**config.mk**
```make
export PLATFORM = sky130hd
export DESIGN_NAME = emio_master
export DESIGN_NICKNAME = d
export VERILOG_FILES = /design/src/rtl/emio_master.sv
export SDC_FILE = /design/constraint.sdc
export NUM_CORES = 1
export LEC_CHECK = 0
export CORE_MARGIN = 2
export CORE_UTILIZATION = 39
export CTS_BUF_LIST = sky130_fd_sc_hd__clkbuf_8
export DETAILED_ROUTE_END_ITERATION = 10
export PLACE_DENSITY = 0.83
export REMOVE_ABC_BUFFERS = 1
export SLEW_MARGIN = 20
export SYNTH_ARGS = -nofsm -noshare
export SYNTH_HDL_FRONTEND = slang
export SYNTH_SLANG_ARGS = --single-unit
```
**constraint.sdc**
```tcl
create_clock -name sysclk -period 3.2 [get_ports sysclk]
set_input_delay 0.32 -clock sysclk [delete_from_list [all_inputs] [get_ports sysclk]]
set_output_delay 0.32 -clock sysclk [all_outputs]
set_load 0.01 [all_outputs]
```
**src/rtl/emio_master.sv**
```systemverilog
// emio_master: PL-side initiator for the EMIO register-bus handshake.
//
// Issues quadlet reads, quadlet writes and (optionally) block writes on the
// processor-facing EMIO vectors, using the same req/done signalling as the PS.
//
// Optional feature macro: EMIO_MASTER_BLKWR_EN enables block writes. When it is
// undefined, cmd_blk_first/cmd_blk_last are ignored and emio_ps_out[52:51] are
// held at 0.
//
// Parameters:
//   SETUP_CYCLES   cycles addr/wdata/tri are held before req_bus or enables rise
//   TIMEOUT_CYCLES wait limit for each done-edge wait (16-bit counter)
//
// Ports:
//   sysclk, reset        clock, synchronous active-high reset
//   cmd_valid/cmd_ready  command handshake
//   cmd_write            1 = write, 0 = read
//   cmd_addr, cmd_wdata  register address and write data
//   cmd_blk_first/last   block-write word markers
//   rsp_valid            one-cycle completion strobe
//   rsp_rdata, rsp_err   read data and error flag, valid with rsp_valid
//   emio_ps_out          [31:0] wdata, [47:32] addr, [48] req_bus, [50] reg_wen,
//                        [51] blk_wstart, [52] blk_wen
//   emio_ps_tri          [31:0] all 1s for a read, 0 for a write
//   emio_ps_in           [31:0] read data, [49] done, [54] grant
module emio_master #(
    parameter int unsigned SETUP_CYCLES   = 2,
    parameter int unsigned TIMEOUT_CYCLES = 4096
) (
    input  logic        sysclk,
    input  logic        reset,
    input  logic        cmd_valid,
    output logic        cmd_ready,
    input  logic        cmd_write,
    input  logic [15:0] cmd_addr,
    input  logic [31:0] cmd_wdata,
    input  logic        cmd_blk_first,
    input  logic        cmd_blk_last,
    output logic        rsp_valid,
    output logic [31:0] rsp_rdata,
    output logic        rsp_err,
    output logic [63:0] emio_ps_out,
    output logic [63:0] emio_ps_tri,
    input  logic [63:0] emio_ps_in
);

`ifdef EMIO_MASTER_BLKWR_EN
    localparam logic BlkEn = 1'b1;
`else
    localparam logic BlkEn = 1'b0;
`endif

    localparam logic [15:0] SetupLast = 16'(SETUP_CYCLES);
    localparam logic [15:0] ToLast    = 16'(TIMEOUT_CYCLES - 1);

    typedef enum logic [2:0] {
        StIdle,
        StSetup,
        StReq,
        StRelease,
        StResp,
        StBlkHold,
        StBlkWord
    } state_e;

    state_e      state_q, state_d;
    logic [15:0] cnt_q, cnt_d;
    logic [15:0] addr_q, addr_d;
    logic [31:0] wdata_q, wdata_d;
    logic        rd_q, rd_d;
    logic        write_q, write_d;
    logic        first_q, first_d;
    logic        last_q, last_d;
    logic        blk_q, blk_d;
    logic        err_q, err_d;
    logic [31:0] rdata_q, rdata_d;
    // Holds cmd_ready low until the first cycle after reset deasserts.
    logic        live_q;

    logic done_meta, done_s;
    logic grant_meta, grant_s;

    logic req_bus, reg_wen, blk_wstart, blk_wen;
    logic first_req;
    logic timeout;

    // grant is synchronised for observability but not used by the sequencer.
    logic unused_in;
    assign unused_in = ^{emio_ps_in[63:55], emio_ps_in[53:50], emio_ps_in[48:32], grant_s};

    always_ff @(posedge sysclk) begin
        if (reset) begin
            done_meta  <= 1'b0;
            done_s     <= 1'b0;
            grant_meta <= 1'b0;
            grant_s    <= 1'b0;
        end else begin
            done_meta  <= emio_ps_in[49];
            done_s     <= done_meta;
            grant_meta <= emio_ps_in[54];
            grant_s    <= grant_meta;
        end
    end

    assign timeout = (cnt_q == ToLast);

    always_comb begin
        state_d = state_q;
        cnt_d   = cnt_q + 16'd1;
        addr_d  = addr_q;
        wdata_d = wdata_q;
        rd_d    = rd_q;
        write_d = write_q;
        first_d = first_q;
        last_d  = last_q;
        blk_d   = blk_q;
        err_d   = err_q;
        rdata_d = rdata_q;

        unique case (state_q)
            StIdle: begin
                err_d = 1'b0;
                if (cmd_valid && live_q) begin
                    addr_d  = cmd_addr;
                    wdata_d = cmd_wdata;
                    rd_d    = ~cmd_write;
                    write_d = cmd_write;
                    first_d = BlkEn & cmd_write & cmd_blk_first;
                    last_d  = BlkEn & cmd_write & cmd_blk_last;
                    state_d = StSetup;
                end
            end
            StSetup: begin
                if (cnt_q == SetupLast) begin
                    state_d = blk_q ? StBlkWord : StReq;
                end
            end
            StReq: begin
                if (done_s) begin
                    if (!write_q) begin
                        rdata_d = emio_ps_in[31:0];
                    end
                    // The first word opens the block: req_bus and blk_wstart stay up.
                    if (first_q) begin
                        blk_d = 1'b1;
                    end
                    state_d = StRelease;
                end else if (timeout) begin
                    err_d   = 1'b1;
                    state_d = StRelease;
                end
            end
            StBlkWord: begin
                if (done_s) begin
                    state_d = StRelease;
                end else if (timeout) begin
                    err_d   = 1'b1;
                    blk_d   = 1'b0;
                    state_d = StRelease;
                end
            end
            StRelease: begin
                if (!done_s) begin
                    if (last_q) begin
                        blk_d = 1'b0;
                    end
                    state_d = StResp;
                end else if (timeout) begin
                    err_d   = 1'b1;
                    blk_d   = 1'b0;
                    state_d = StResp;
                end
            end
            StResp: begin
                state_d = blk_q ? StBlkHold : StIdle;
            end
            StBlkHold: begin
                err_d = 1'b0;
                if (cmd_valid) begin
                    if (!cmd_write || cmd_blk_first) begin
                        // Consumed but not issued; bus outputs stay untouched.
                        err_d   = 1'b1;
                        state_d = StResp;
                    end else begin
                        addr_d  = cmd_addr;
                        wdata_d = cmd_wdata;
                        rd_d    = 1'b0;
                        write_d = 1'b1;
                        first_d = 1'b0;
                        last_d  = cmd_blk_last;
                        state_d = StSetup;
                    end
                end
            end
            default: begin
                state_d = StIdle;
            end
        endcase

        if (state_d != state_q) begin
            cnt_d = '0;
        end
    end

    always_ff @(posedge sysclk) begin
        if (reset) begin
            state_q <= StIdle;
            cnt_q   <= '0;
            addr_q  <= '0;
            wdata_q <= '0;
            rd_q    <= 1'b1;
            write_q <= 1'b0;
            first_q <= 1'b0;
            last_q  <= 1'b0;
            blk_q   <= 1'b0;
            err_q   <= 1'b0;
            rdata_q <= '0;
            live_q  <= 1'b0;
        end else begin
            state_q <= state_d;
            cnt_q   <= cnt_d;
            addr_q  <= addr_d;
            wdata_q <= wdata_d;
            rd_q    <= rd_d;
            write_q <= write_d;
            first_q <= first_d;
            last_q  <= last_d;
            blk_q   <= blk_d;
            err_q   <= err_d;
            rdata_q <= rdata_d;
            live_q  <= 1'b1;
        end
    end

    always_comb begin
        first_req  = (state_q == StReq) && write_q && first_q;
        req_bus    = (state_q == StReq) || (state_q == StBlkWord) || blk_q;
        reg_wen    = write_q && ((state_q == StReq) || (state_q == StBlkWord));
        blk_wen    = BlkEn && (first_req || (state_q == StBlkWord));
        blk_wstart = BlkEn && (first_req || blk_q);

        emio_ps_out = {11'b0, blk_wen, blk_wstart, reg_wen, 1'b0, req_bus, addr_q, wdata_q};
        emio_ps_tri = {32'h0, {32{rd_q}}};

        cmd_ready = live_q && ((state_q == StIdle) || (state_q == StBlkHold));
        rsp_valid = (state_q == StResp);
        rsp_rdata = rdata_q;
        rsp_err   = err_q;
    end

endmodule

```
==> results.tsv <==
metric	value	unit
worst reg-to-reg path cell count	5	
largest net degree at the start of global routing	68	
fmax	397	MHz
Slew Viols, Final	0	
worst path cell trace	or4_4 -> nor4_1 -> o22ai_1 -> o211ai_2 -> nor2_1	
n_diodes	0	
Post-synth ARST share	0	%
first-pass GRT wire length	18800	um
PostCTS Resize Cnt	0	
full die area	0.0130	mm2
reg-to-reg endpoint	cnt_q[9]	
post-route clock period utilization	78.7	%
status	finished, final reports clean	
GRT overflow	0	
cell count after synthesis	598	
YS warnings	0	
Final Hold Fails	0	
Hold Crit Class	in -> reg	
post-CTS setup buffer count	0	
estimated wirelength of the detail-placed design	8470	um
critical path arrival	2750	ps
Peak VDD IR	0.328	mV
post-synthesis sequential area ratio	45.5	%
Reg-to-Reg Start	cnt_q[12]	
Initial Utilization	39.5	%
total number of vias	4259	
setup_tns	0	ps
MaxCap Viol Count	0	
cell count after placement	886	
site row count	40	
IO buf count	203	
crit-path max cell delay	600	ps
Synth Flop Type	dfxtp_1	
worst hold path stage count	2	
Data required, critical path	3430	ps
Max Buffers Root-to-Sink	2	
synthesized flop and latch total	107	
worst hold endpoint	last_q	
GRT Overall Usage	17.9	%
DRT iter0 DRCs	193	
flop2flop setup slack	680	ps
critical path launch point type	flip-flop	
worst-path fanout max	16	
Clock Sinks	107	
EDFF count, synth	0	
routed len/inst	13.3	um
vias in the first global route	3809	
worst rel slew slack	42.1	%
htree depth	3	
Multi-input gate area	0.00199	mm2
Slowest-stage cell, CP	o211ai_2	
crit end category	flip-flop	
CTS root buffer	clkbuf_8	
FF+latch area	0.00214	mm2
Avg Inst Size Synth	7.88	um2
gpl congestion	0.827	
antenna-violating nets left	0	
vias per inst	4.72	
DIE WIDTH	114	um
P per Cell Area	399	mW/mm2
first drt pass iteration count	4	
Cell Area, Synth	0.00471	mm2
total CTS buffers	9	
Worst Skew	7.33	ps
I/O Pins	281	
LEAKAGE	2.40	nW
endpoints failing setup	0	
RSZ-0062 raised after global routing	false	
share of cells above drive strength 1	4.50	%
fillers	1108	
Hold Path Origin	reset	
clock-pin transition on the worst setup and hold timing paths	100	ps
Final Net Count	870	
Die Ht	114	um
Period minus WS final	2520	ps
DRC	0	
CTS Hold Bufs	0	
kind of critical path	reg -> reg	
clk_lat worst skew	370	ps
Area Overhead vs Synth	41.1	%
Synth cell types	44	
CTS tree	yes	
hold slack	408	ps
Core Region	0.0119	mm2
Non-Filler Instances	902	
final WL	12000	um
initial antenna violation count	0	
Slew @ Worst Pin	868	ps
## report_power, final
group / internal [W] / total, W / switching, W
sequential: 0.00137 / 0.00140 / 0.0000319
combinational: 0.000243 / 0.000435 / 0.000192
clock: 0.000337 / 0.000815 / 0.000478
total: 0.00195 / 0.00265 / 0.000702
## synth_stat cells (2+ instances only)
cell type | count | area [um2]
nor2b_1 | 6 | 37.5
ha_1 | 2 | 25.0
xor2_1 | 5 | 43.8
or2_2 | 2 | 12.5
buf_1 | 3 | 11.3
or4_1 | 2 | 15.0
inv_1 | 7 | 26.3
nand2_1 | 169 | 634
a21oi_1 | 89 | 445
xnor2_1 | 10 | 87.6
nand2b_1 | 5 | 31.3
nand3_1 | 7 | 35.0
or3_1 | 2 | 12.5
dfxtp_1 | 107 | 2140
nor2_1 | 30 | 113
o31ai_1 | 2 | 15.0
buf_4 | 80 | 601
clkbuf_1 | 28 | 105
o211ai_1 | 2 | 15.0
nand4_1 | 6 | 37.5
nor4bb_1 | 2 | 20.0
and3_1 | 2 | 12.5
a31oi_1 | 3 | 18.8
or4_4 | 2 | 22.5
nor4_1 | 3 | 18.8
nor3_1 | 4 | 20.0
## worst max path at each step
stage                     startpoint   endpoint  slack, ps  depth (start not counted)
after global routing       cnt_q[12]   cnt_q[6]        460                          5
after global placement     cmd_valid    write_q        540                          6
final                      cnt_q[12]   cnt_q[9]        680                          5
after floorplan           state_q[0]  addr_q[0]       -520                          5
after CTS                  cnt_q[12]   cnt_q[9]        640                          5
after detailed placement   cmd_valid     last_q        550                          7
## metal layers
layer  part of all wire (%)  track usage, %  vias to the layer above
met2                     49            30.6                      189
met1                     41            21.1                     1937
li1                       -               -                     2121
met5                      0               0                        -
met3                    8.9            5.79                       12
met4                    1.8            6.18                        0
## cell usage in the layout (no fill, tap or decap), types with 2 or more instances in the layout
master / synthesis / routed
or4_1: 2 / 2
clkbuf_8: 0 / 11
dfxtp_1: 107 / 107
nand3_1: 7 / 7
nand2_1: 169 / 169
clkdlybuf4s50_1: 0 / 202
nand2b_1: 5 / 5
and3_1: 2 / 2
o31ai_1: 2 / 2
xor2_1: 5 / 5
nor2b_1: 6 / 6
buf_12: 0 / 3
or4_4: 2 / 2
nor4_1: 3 / 3
nor3_1: 4 / 2
a21oi_1: 89 / 89
nor2_1: 30 / 30
conb_1: 1 / 46
or2_2: 2 / 2
ha_1: 2 / 2
nand4_1: 6 / 6
a31oi_1: 3 / 3
nor3_2: 0 / 2
or3_2: 0 / 2
nor4bb_1: 2 / 2
clkinv_4: 0 / 2
xnor2_1: 10 / 10
inv_1: 7 / 7
o211ai_1: 2 / 2
buf_4: 80 / 3
## registers in the layout, indices dropped and copies added (netlist names), 3 cells and up
name / cells
state_q: 3
addr_q: 16
wdata_q: 32
rsp_rdata: 32
cnt_q: 16
## logic make-up after synthesis
group / after synthesis / synth area share [%]
AND/OR/NAND/NOR: 246 / 22.4
buffers and inverters: 120 / 16.1
flip-flops: 107 / 45.5
AO/OA/AOI/OAI: 106 / 12.4
adder cells (fa/ha/maj): 2 / 0.531
other: 1 / 0.0796
XOR/XNOR: 15 / 2.79
multiplexers: 1 / 0.212
## per-stage QoR
step / power, W / worst slack (ps) / util (%) / instance area [um2]
3_5_place_dp: 0.00187 / 552 / 54.2 / 6450
6_report: 0.00265 / 681 / 55.8 / 6650
4_1_cts: 0.00269 / 638 / 55.8 / 6650
2_1_floorplan: 0.00158 / -520 / - / 4150
5_1_grt: 0.00278 / 460 / 55.8 / 6650
3_3_place_gp: 0.00186 / 536 / 54.2 / 6450
## area by class of cell
class,count,area share (%)
Tap cell,147,2.77
Timing Repair Buffer,209,31.7
Clock inverter,5,0.677
Multi-Input combinational cell,416,29.9
Sequential cell,107,32.2
Inverter,7,0.395
Clock buffer,11,2.28
## critical path: cells and delay by family (launching register included)
family,cells,cell delay [ps]
compound gates,2,790
flops,1,360
simple gates,3,1220
No activity file was read; power rests on OpenSTA's default activity.
